===== config.mk =====
export PLATFORM = sky130hd
export DESIGN_NAME = kes_channel_arbiter
export DESIGN_NICKNAME = d
export VERILOG_FILES = /design/src/rtl/kes_channel_arbiter.sv
export SDC_FILE = /design/constraint.sdc
export NUM_CORES = 1
export LEC_CHECK = 0
export CAP_MARGIN = 20
export CORE_MARGIN = 2
export CORE_UTILIZATION = 46
export DETAILED_ROUTE_END_ITERATION = 10
export GPL_TIMING_DRIVEN = 0
export MAX_ROUTING_LAYER = met4
export PLACE_DENSITY = 0.76
export SLEW_MARGIN = 20
export SYNTH_ARGS = -nofsm -noshare
export SYNTH_HDL_FRONTEND = slang
export SYNTH_SLANG_ARGS = --single-unit

===== constraint.sdc =====
create_clock -name iClock -period 2.8 [get_ports iClock]
set_clock_uncertainty 0.15 [all_clocks]
set_input_delay 0.28 -clock iClock [delete_from_list [all_inputs] [get_ports iClock]]
set_output_delay 0.28 -clock iClock [all_outputs]
set_load 0.005 [all_outputs]

===== src/rtl/kes_channel_arbiter.sv =====
// Shares one key-equation solver among Channel requesters, issuing one cluster
// (Multi chunks) at a time. Define KES_ARB_FIXED_PRIORITY_EN for lowest-index-wins arbitration.
module kes_channel_arbiter #(
    parameter int Channel = 4,
    parameter int Multi   = 2,
    localparam int CW     = (Multi > 1) ? $clog2(Multi) : 1,
    localparam int PW     = (Channel > 1) ? $clog2(Channel) : 1
) (
    input  logic                       iClock,
    input  logic                       iReset,
    input  logic [Channel*Multi-1:0]   iErrorDetectionEnd,
    input  logic [Channel*Multi-1:0]   iDecodeNeeded,
    output logic [Channel-1:0]         oSharedKESReady,
    input  logic                       iKESAvailable,
    output logic                       oExecuteKES,
    output logic                       oDataFowarding,
    output logic [CW-1:0]              oChunkNumber,
    output logic                       oLastChunk,
    output logic [Channel-1:0]         oChannelSel,
    output logic [1:0]                 oDbgState
);

    // Handshake: a channel may present a cluster (one cycle of iErrorDetectionEnd
    // with any bit set) only while oSharedKESReady[c]=1; the cluster is owned by the
    // arbiter until RELEASE. Each chunk is issued only when iKESAvailable=1.
    typedef enum logic [1:0] {
        S_IDLE    = 2'd0,
        S_ISSUE   = 2'd1,
        S_GAP     = 2'd2,
        S_RELEASE = 2'd3
    } state_t;

    localparam logic [CW-1:0] LAST_CHUNK = CW'(Multi - 1);

    state_t                     state_q, state_d;
    logic [Channel-1:0]         pend_q, pend_d;
    logic [Channel*Multi-1:0]   need_q, need_d;
    logic [CW-1:0]              chunk_q, chunk_d;
    logic [Channel-1:0]         sel_q, sel_d;
    logic [PW-1:0]              gidx_q, gidx_d;
    logic                       exec_q, exec_d;
    logic                       fwd_q, fwd_d;
    logic [CW-1:0]              num_q, num_d;
    logic                       last_q, last_d;

    logic                       win_found;
    logic [PW-1:0]              win_idx;
    logic [2*Channel-1:0]       pend_rot;
    logic [Multi-1:0]           need_row;

`ifndef KES_ARB_FIXED_PRIORITY_EN
    logic [PW-1:0]              ptr_q, ptr_d;
`endif

    // Winner search: pending bits rotated so the search always starts at bit 0.
    always_comb begin
        win_found = 1'b0;
        win_idx   = '0;
`ifdef KES_ARB_FIXED_PRIORITY_EN
        pend_rot  = {pend_q, pend_q};
        for (int i = 0; i < Channel; i++) begin
            if (!win_found && pend_rot[i]) begin
                win_found = 1'b1;
                win_idx   = PW'(i);
            end
        end
`else
        pend_rot  = {pend_q, pend_q} >> ptr_q;
        for (int i = 0; i < Channel; i++) begin
            if (!win_found && pend_rot[i]) begin
                win_found = 1'b1;
                win_idx   = PW'((int'(ptr_q) + i) % Channel);
            end
        end
`endif
    end

    always_comb begin
        need_row = '0;
        for (int c = 0; c < Channel; c++) begin
            if (gidx_q == PW'(c)) need_row = need_q[c*Multi +: Multi];
        end
    end

    always_comb begin
        state_d = state_q;
        pend_d  = pend_q;
        need_d  = need_q;
        chunk_d = chunk_q;
        sel_d   = sel_q;
        gidx_d  = gidx_q;
        exec_d  = 1'b0;
        fwd_d   = 1'b0;
        num_d   = '0;
        last_d  = 1'b0;
`ifndef KES_ARB_FIXED_PRIORITY_EN
        ptr_d   = ptr_q;
`endif

        // Capture is blind to FSM state; a pending channel ignores its inputs.
        for (int c = 0; c < Channel; c++) begin
            if (!pend_q[c] && |iErrorDetectionEnd[c*Multi +: Multi]) begin
                pend_d[c]                = 1'b1;
                need_d[c*Multi +: Multi] = iDecodeNeeded[c*Multi +: Multi];
            end
        end

        case (state_q)
            S_IDLE: begin
                if (win_found) begin
                    for (int c = 0; c < Channel; c++) sel_d[c] = (win_idx == PW'(c));
                    gidx_d  = win_idx;
                    chunk_d = '0;
                    state_d = S_ISSUE;
`ifndef KES_ARB_FIXED_PRIORITY_EN
                    ptr_d   = (int'(win_idx) == Channel - 1) ? '0 : win_idx + 1'b1;
`endif
                end
            end
            S_ISSUE: begin
                if (iKESAvailable) begin
                    exec_d  = need_row[chunk_q];
                    fwd_d   = !need_row[chunk_q];
                    num_d   = chunk_q;
                    last_d  = (chunk_q == LAST_CHUNK);
                    state_d = S_GAP;
                end
            end
            S_GAP: begin
                // The solver drops iKESAvailable a cycle late; skip that cycle.
                if (chunk_q == LAST_CHUNK) begin
                    state_d = S_RELEASE;
                end else begin
                    chunk_d = chunk_q + 1'b1;
                    state_d = S_ISSUE;
                end
            end
            S_RELEASE: begin
                for (int c = 0; c < Channel; c++) begin
                    if (gidx_q == PW'(c)) pend_d[c] = 1'b0;
                end
                sel_d   = '0;
                state_d = S_IDLE;
            end
            default: state_d = S_IDLE;
        endcase
    end

    always_ff @(posedge iClock or negedge iReset) begin
        if (!iReset) begin
            state_q <= S_IDLE;
            pend_q  <= '0;
            need_q  <= '0;
            chunk_q <= '0;
            sel_q   <= '0;
            gidx_q  <= '0;
            exec_q  <= 1'b0;
            fwd_q   <= 1'b0;
            num_q   <= '0;
            last_q  <= 1'b0;
        end else begin
            state_q <= state_d;
            pend_q  <= pend_d;
            need_q  <= need_d;
            chunk_q <= chunk_d;
            sel_q   <= sel_d;
            gidx_q  <= gidx_d;
            exec_q  <= exec_d;
            fwd_q   <= fwd_d;
            num_q   <= num_d;
            last_q  <= last_d;
        end
    end

`ifndef KES_ARB_FIXED_PRIORITY_EN
    always_ff @(posedge iClock or negedge iReset) begin
        if (!iReset) ptr_q <= '0;
        else         ptr_q <= ptr_d;
    end
`endif

    assign oSharedKESReady = ~pend_q;
    assign oExecuteKES     = exec_q;
    assign oDataFowarding  = fwd_q;
    assign oChunkNumber    = num_q;
    assign oLastChunk      = last_q;
    assign oChannelSel     = sel_q;
    assign oDbgState       = state_q;

endmodule


# Word level (Yosys, flattened, before mapping)
# Index checks and enable logic that the tools add are counted.
[classes] addsub=5 mul=0 div=0 magnitude_cmp=1 eq_ne=12 n_shift=1 muxes=39 bitwise_logic=1 n_reduce_logical=28
[ops] op="two-way mux 2 bit" count=12
[ops] op="two-way mux 1 bit" count=22
[ops] op="equality test 2 bit, second input constant" count=6
[ops] op="equality test 2 x 1 -> 1 bit, second input constant" count=4
[ops] op="zero test 1 bit" count=8
[ops] op="two-way mux 4 bit" count=2
[ops] op="case mux 2 bit (4 select lines)" count=1
[ops] op="case mux 4 bit (2 select lines)" count=1
[ops] op="AND reduction 2 bit" count=4
[ops] op="OR reduction 2 bit" count=4
[ops] op=">> shifter 8 x 2 -> 4 bit" count=1
[ops] op="logical AND 1 bit" count=7
[ops] op="zero test 2 bit" count=3
[ops] op="adder 2 x 1 -> 2 bit, second input constant" count=2
[ops] op="adder 2 bit, second input constant" count=2
[ops] op="!= test 2 bit, second input constant" count=2
[ops] op="inverter 4 bit" count=1
[ops] op="nonzero test 2 bit" count=2
[ops] op="< comparator 1 x 2 -> 1 bit, second input constant" count=1
[ops] op="case mux 1 bit (2 select lines)" count=1
[ops] op="adder 1 bit, second input constant" count=1
[totals] reg_bits=26 latch_bits=0 ramBits=0 rom_bits=0 in_bits=19 wordCells=100 mem_count=0

# Logic depth before layout (Yosys ltp)
[depth] word_depth=14 mapped_depth=8 mapped_depth_nobuf=8

# Worst setup path after synthesis
# OpenSTA, ideal clock, no wires.
[synth_timing] kind="reg-to-reg" start="reg pend_q[2]" end="reg sel_q[0], in the netlist oChannelSel[0]" setup_time_ns=0.129 t_arrival_ns=1.514 required_ns=2.521 path_slack_ns=1.007 path_stages_with_launch=9 synth_period_minus_slack_ns=1.793 cell_sequence="dfrtp_1 > inv_1 > o22ai_1 > a211oi_2 > inv_1 > ha_1 > nor3b_1 > a21oi_1 > o2bb2ai_1"
[synth_via] elab_chain_len=14
[synth_rtl] item="from (decl)" line_no="36" rtl="logic [Channel-1:0] pend_q, pend_d;"
[synth_rtl] item="from (signal assigned)" line_no="163" rtl="pend_q <= pend_d;"
[synth_rtl] item=">> shifter 8 x 2 -> 4 bit (*)" line_no="68" rtl="pend_rot = {pend_q, pend_q} >> ptr_q;"
[synth_rtl] item="two-way mux 1 bit" line_no="70" rtl="if (!win_found && pend_rot[i]) begin"
[synth_rtl] item="zero test 1 bit" line_no="70"
[synth_rtl] item="logical AND 1 bit" line_no="70"
[synth_rtl] item="two-way mux 1 bit" line_no="70"
[synth_rtl] item="zero test 1 bit" line_no="70"
[synth_rtl] item="logical AND 1 bit" line_no="70"
[synth_rtl] item="two-way mux 1 bit" line_no="70"
[synth_rtl] item="zero test 1 bit" line_no="70"
[synth_rtl] item="logical AND 1 bit" line_no="70"
[synth_rtl] item="two-way mux 2 bit" line_no="70"
[synth_rtl] item="zero test 2 bit" line_no="111" rtl="for (int c = 0; c < Channel; c++) sel_d[c] = (win_idx == PW'(c));"
[synth_rtl] item="two-way mux 4 bit" line_no="110" rtl="if (win_found) begin"
[synth_rtl] item="case mux 4 bit (2 select lines)" line_no="108" rtl="case (state_q)"
[synth_rtl] item="to (signal assigned)" line_no="166" rtl="sel_q <= sel_d;"
[synth_rtl] item="to (decl)" line_no="39" rtl="logic [Channel-1:0] sel_q, sel_d;"
# Every way passes the cells marked *; elsewhere a longest branch is shown, timed or not. The select of a mux whose other input is x is not followed.
# A chain may end at the register's enable or synchronous reset.

# Final worst setup path
[layout_timing] start="reg pend_q[0]" end="reg sel_q[0], in the netlist oChannelSel[0]"
[layout_via] elab_chain_len=14
[layout_rtl] item=">> shifter 8 x 2 -> 4 bit (*)" line_no="68"
[layout_rtl] item="two-way mux 1 bit" line_no="70"
[layout_rtl] item="zero test 1 bit" line_no="70"
[layout_rtl] item="logical AND 1 bit" line_no="70"
[layout_rtl] item="two-way mux 1 bit" line_no="70"
[layout_rtl] item="zero test 1 bit" line_no="70"
[layout_rtl] item="logical AND 1 bit" line_no="70"
[layout_rtl] item="two-way mux 1 bit" line_no="70"
[layout_rtl] item="zero test 1 bit" line_no="70"
[layout_rtl] item="logical AND 1 bit" line_no="70"
[layout_rtl] item="two-way mux 2 bit (*)" line_no="70"
[layout_rtl] item="via win_idx[1]" line_no="47" rtl="logic [PW-1:0] win_idx;"
[layout_rtl] item="zero test 2 bit (*)" line_no="111"
[layout_rtl] item="two-way mux 4 bit (*)" line_no="110"
[layout_rtl] item="case mux 4 bit (2 select lines) (*)" line_no="108"
# Mark *: on every way through the listed nets, which the timed path passes. The rest lies on a longest branch. The select of a mux whose other input is x is not followed.

==> summary.txt <==
Outcome
  – Outcome: finished, final reports clean

Timing
  – Hold Violations, Final: 0
  – Max Slew Vio Count: 0
  – RSZ-0062 raised after global routing: no
  – Crit path time final: 2.056 ns
  – Worst hold slack: 0.3162 ns
  – FMAX: 0.4864 GHz
  – Final setup viols: 0
  – Fin crit share: 0.7342
  – TNS Setup: 0 ns
  – Rel. slew slack: 0.6222
  – Slew @ Worst Pin: 0.5667 ns

Synth
  – Yosys warns: 0
  – Post-Syn Nets: between 100 and 150
  – Share of the synthesized area in the top cell type: 0.5123
  – Mapped cell area: 0.001270 mm²
  – Synth Area in Simple Gates: 0.1261
  – Synth area leaders: dfrtp_1, mux2_2, mux4_1, ha_1, a21oi_1
  – XOR/XNOR Fraction of Synth Area: 0
  – Largest area contributor in the netlist: dfrtp_1
  – Most common cell in the netlist: dfrtp_1
  – Mapped Cells: 110
  – Unique masters post-synth: 29
  – Post-Synth Adder-Cell Area: 0.03941
  – Post-Syn Area per Cell: 11.55 µm²
  – Top_reg_cell synth: dfrtp_1
  – Async SR Flop Fraction: 1.000
  – Post-synth top cells: dfrtp_1, mux2_2, inv_1
  – Seq/Total Area, Yosys: 0.5123
  – Largest family of logic cells by synthesized area: compound AO/OA/AOI/OAI gates
  – Synth Area in Compound Gates: 0.1448
  – Mux contribution to synthesized area: 0.1389
  – Post-synth EDFFs: 0
  – Synthesized flop and latch total: 26

Global routing
  – GRT Total Usage: 0.1804
  – Initial antenna violation count: 0
  – Pin count of the biggest net entering global routing: 27
  – First-pass GRT wire length: about 4.4 mm
  – Vias in the first global route: around 1,000
  – GR Overflow Total: 0

Critical path
  – Critical path class: flop to flop
  – Largest delay contributor family on the critical path: compound AO/OA/AOI/OAI gates
  – Worst Setup SP: pend_q[0]
  – CP max stage delay: approximately 0.48 ns
  – Reg2reg path depth: 8
  – Crit Reg-Reg Startpoint: pend_q[0]
  – Reg-to-Reg End: oChannelSel[0]
  – Reg2reg setup slack: ~0.74 ns
  – Critical path arrival: approximately 2.1 ns
  – Most common cell on crit path: a21oi_1
  – Slowest cell on the critical path: dfrtp_1
  – CP bufs+invs: 1
  – Critical Path RT: 2.87 ns
  – Crit end category: flop
  – Critical-path cell list: a21oi_1, o21ai_0, a21oi_1, inv_1, ha_1, nor3b_1, a21oi_1, o2bb2ai_1
  – CP startpoint kind: flop
  – CP max FO: 5

Clock tree
  – CTS tree: built
  – Number of buffers created by CTS: 3
  – CTS Buffer Depth: 2
  – PostCTS Resize Cnt: 0
  – Clock Pin Slew Worst Setup and Hold Paths: 0.14 ns
  – H-tree depth: 1
  – Worst skew pair latency: between 0.3 and 0.4 ns
  – Clock sinks: 26
  – Root Buffer: clkbuf_4

Final layout
  – Final-stage net count: ~170
  – Final Util: 0.6279
  – Post-route insts no fill: about 180
  – Synth-to-Final Area Change: 32.81%
  – Share of layout cells above drive strength 1: 0.1429
  – Filler cell count: approximately 230
  – # diodes: 0

Drt
  – Iter 0 DRT Violations: 20
  – Via count: roughly 960
  – Routed Antenna Nets: 0
  – Routed wire per std cell: 14.10 µm
  – Detailed Routing Iterations Pass 1: 4
  – Drt via density: 5.416
  – Residual DRC: 0
  – Routed Wire Length: 2.510 mm

Floorplan
  – Die Wd: 56.55 µm
  – DIE HEIGHT: 56.55 µm
  – # rows: 19
  – Core area: 0.002686 mm²
  – Io pins: 33
  – Starting Density: 0.4728
  – Die area: 0.003197 mm²

Job
  – Max Cap Viol: 0

Power
  – Max VDD drop: 504.8 µV
  – LEAKAGE: 0.7381 nW
  – Pwr dens: approximately 910 mW/mm²

Hold path
  – Tightest Hold Check Type: input pin to async pin

Placement
  – DPL Wire Length: 1.948 mm
  – Placed Cells: 173
  – Gpl congestion: 0.6908
  – Port Buf Inserts: 32
[report_power, final]
part,internal (mW),leakage (nW),total [mW],switching [mW]
registers,0.521,0.312,0.654,0.133
logic,0.372,0.398,0.619,0.247
clock network,0.145,0.0279,0.255,0.110
[how the worst max path moves through the flow]
stage,end,slack (ns),cells after the start
floorplan,oChannelSel[0],1.01,8
global placement,oChannelSel[0],0.84,8
detailed placement,oChannelSel[0],0.78,8
CTS,oChannelSel[0],0.75,8
global route,oChannelSel[0],0.56,8
finish,oChannelSel[0],0.74,8
[repair_timing]
item,4_1_cts,5_1_grt
hold buffers,1,0
hold endpoints to repair,26,0
endpoints found under the setup margin,0,0
setup buffers,0,0
[through the flow]
stage	setup slack, ns	power [mW]	instance area (µm²)
finish	0.7442	1.529	1687
global route	0.5584	1.661	1687
CTS	0.7525	1.543	1687
detailed placement	0.7796	1.283	1624
global placement	0.8364	1.254	1629
floorplan	1.007	1.032	1270
[registers in the layout (all words and copies together), names as in the netlist]
register,count
pend_q,4
need_q,8
oChannelSel,4
chunk_q,1
oExecuteKES,1
gidx_q,2
ptr_q,2
oDataFowarding,1
oLastChunk,1
oDbgState,2
[logic make-up (layout without fill, tap and decap cells)]
group                    after synthesis  in the layout
multiplexers                          13             13
flip-flops                            26             26
buffers and inverters                 12             49
AO/OA/AOI/OAI                         28             28
AND/OR/NAND/NOR                       27             27
adder cells (fa/ha/maj)                4              4
[worst reg2reg max path, stage by stage, from the launching register on]
cell and delay (ns):
dfrtp_1 0.48, a21oi_1 0.20, o21ai_0 0.11, a21oi_1 0.35, inv_1 0.11, ha_1 0.21, nor3b_1 0.14, a21oi_1 0.14
o2bb2ai_1 0.08
[area by class of cell]
| type | instances | area, µm² | share of cell area |
|---|---|---|---|
| Buffer | 3 | 15.01 | 0.008902 |
| Clock buffer | 3 | 22.52 | 0.01335 |
| Clock inverter | 1 | 30.03 | 0.01780 |
| Inverter | 9 | 33.78 | 0.02003 |
| Multi-Input combinational cell | 72 | 570.5 | 0.3383 |
| Sequential cell | 26 | 650.6 | 0.3858 |
| Tap cell | 31 | 38.79 | 0.02300 |
| Timing Repair Buffer | 33 | 325.3 | 0.1929 |
[layer usage]
| metal | up-vias | part of all wire | track usage |
|---|---|---|---|
| li1 | 465 | - | - |
| met1 | 464 | 0.45 | 0.2379 |
| met2 | 33 | 0.49 | 0.2907 |
| met3 | 2 | 0.055 | 0.02765 |
| met4 | 0 | 0.0032 | 0.05102 |
| met5 | - | 0 | - |
[placed cells by master, fill, tap and decap left out, types with 2 or more instances in the layout]
cell type / instances
a21oi_1: 8
a22oi_1: 2
clkbuf_1: 2
clkbuf_4: 3
clkdlybuf4s50_1: 31
dfrtp_1: 26
ha_1: 4
inv_1: 9
mux2_2: 11
mux4_1: 2
nand2_1: 5
nand2b_1: 2
nor2_1: 8
nor3_1: 3
nor3b_1: 2
o21ai_1: 7
o2bb2ai_1: 4
o32a_1: 2
Power figures use the tool's default switching activity.
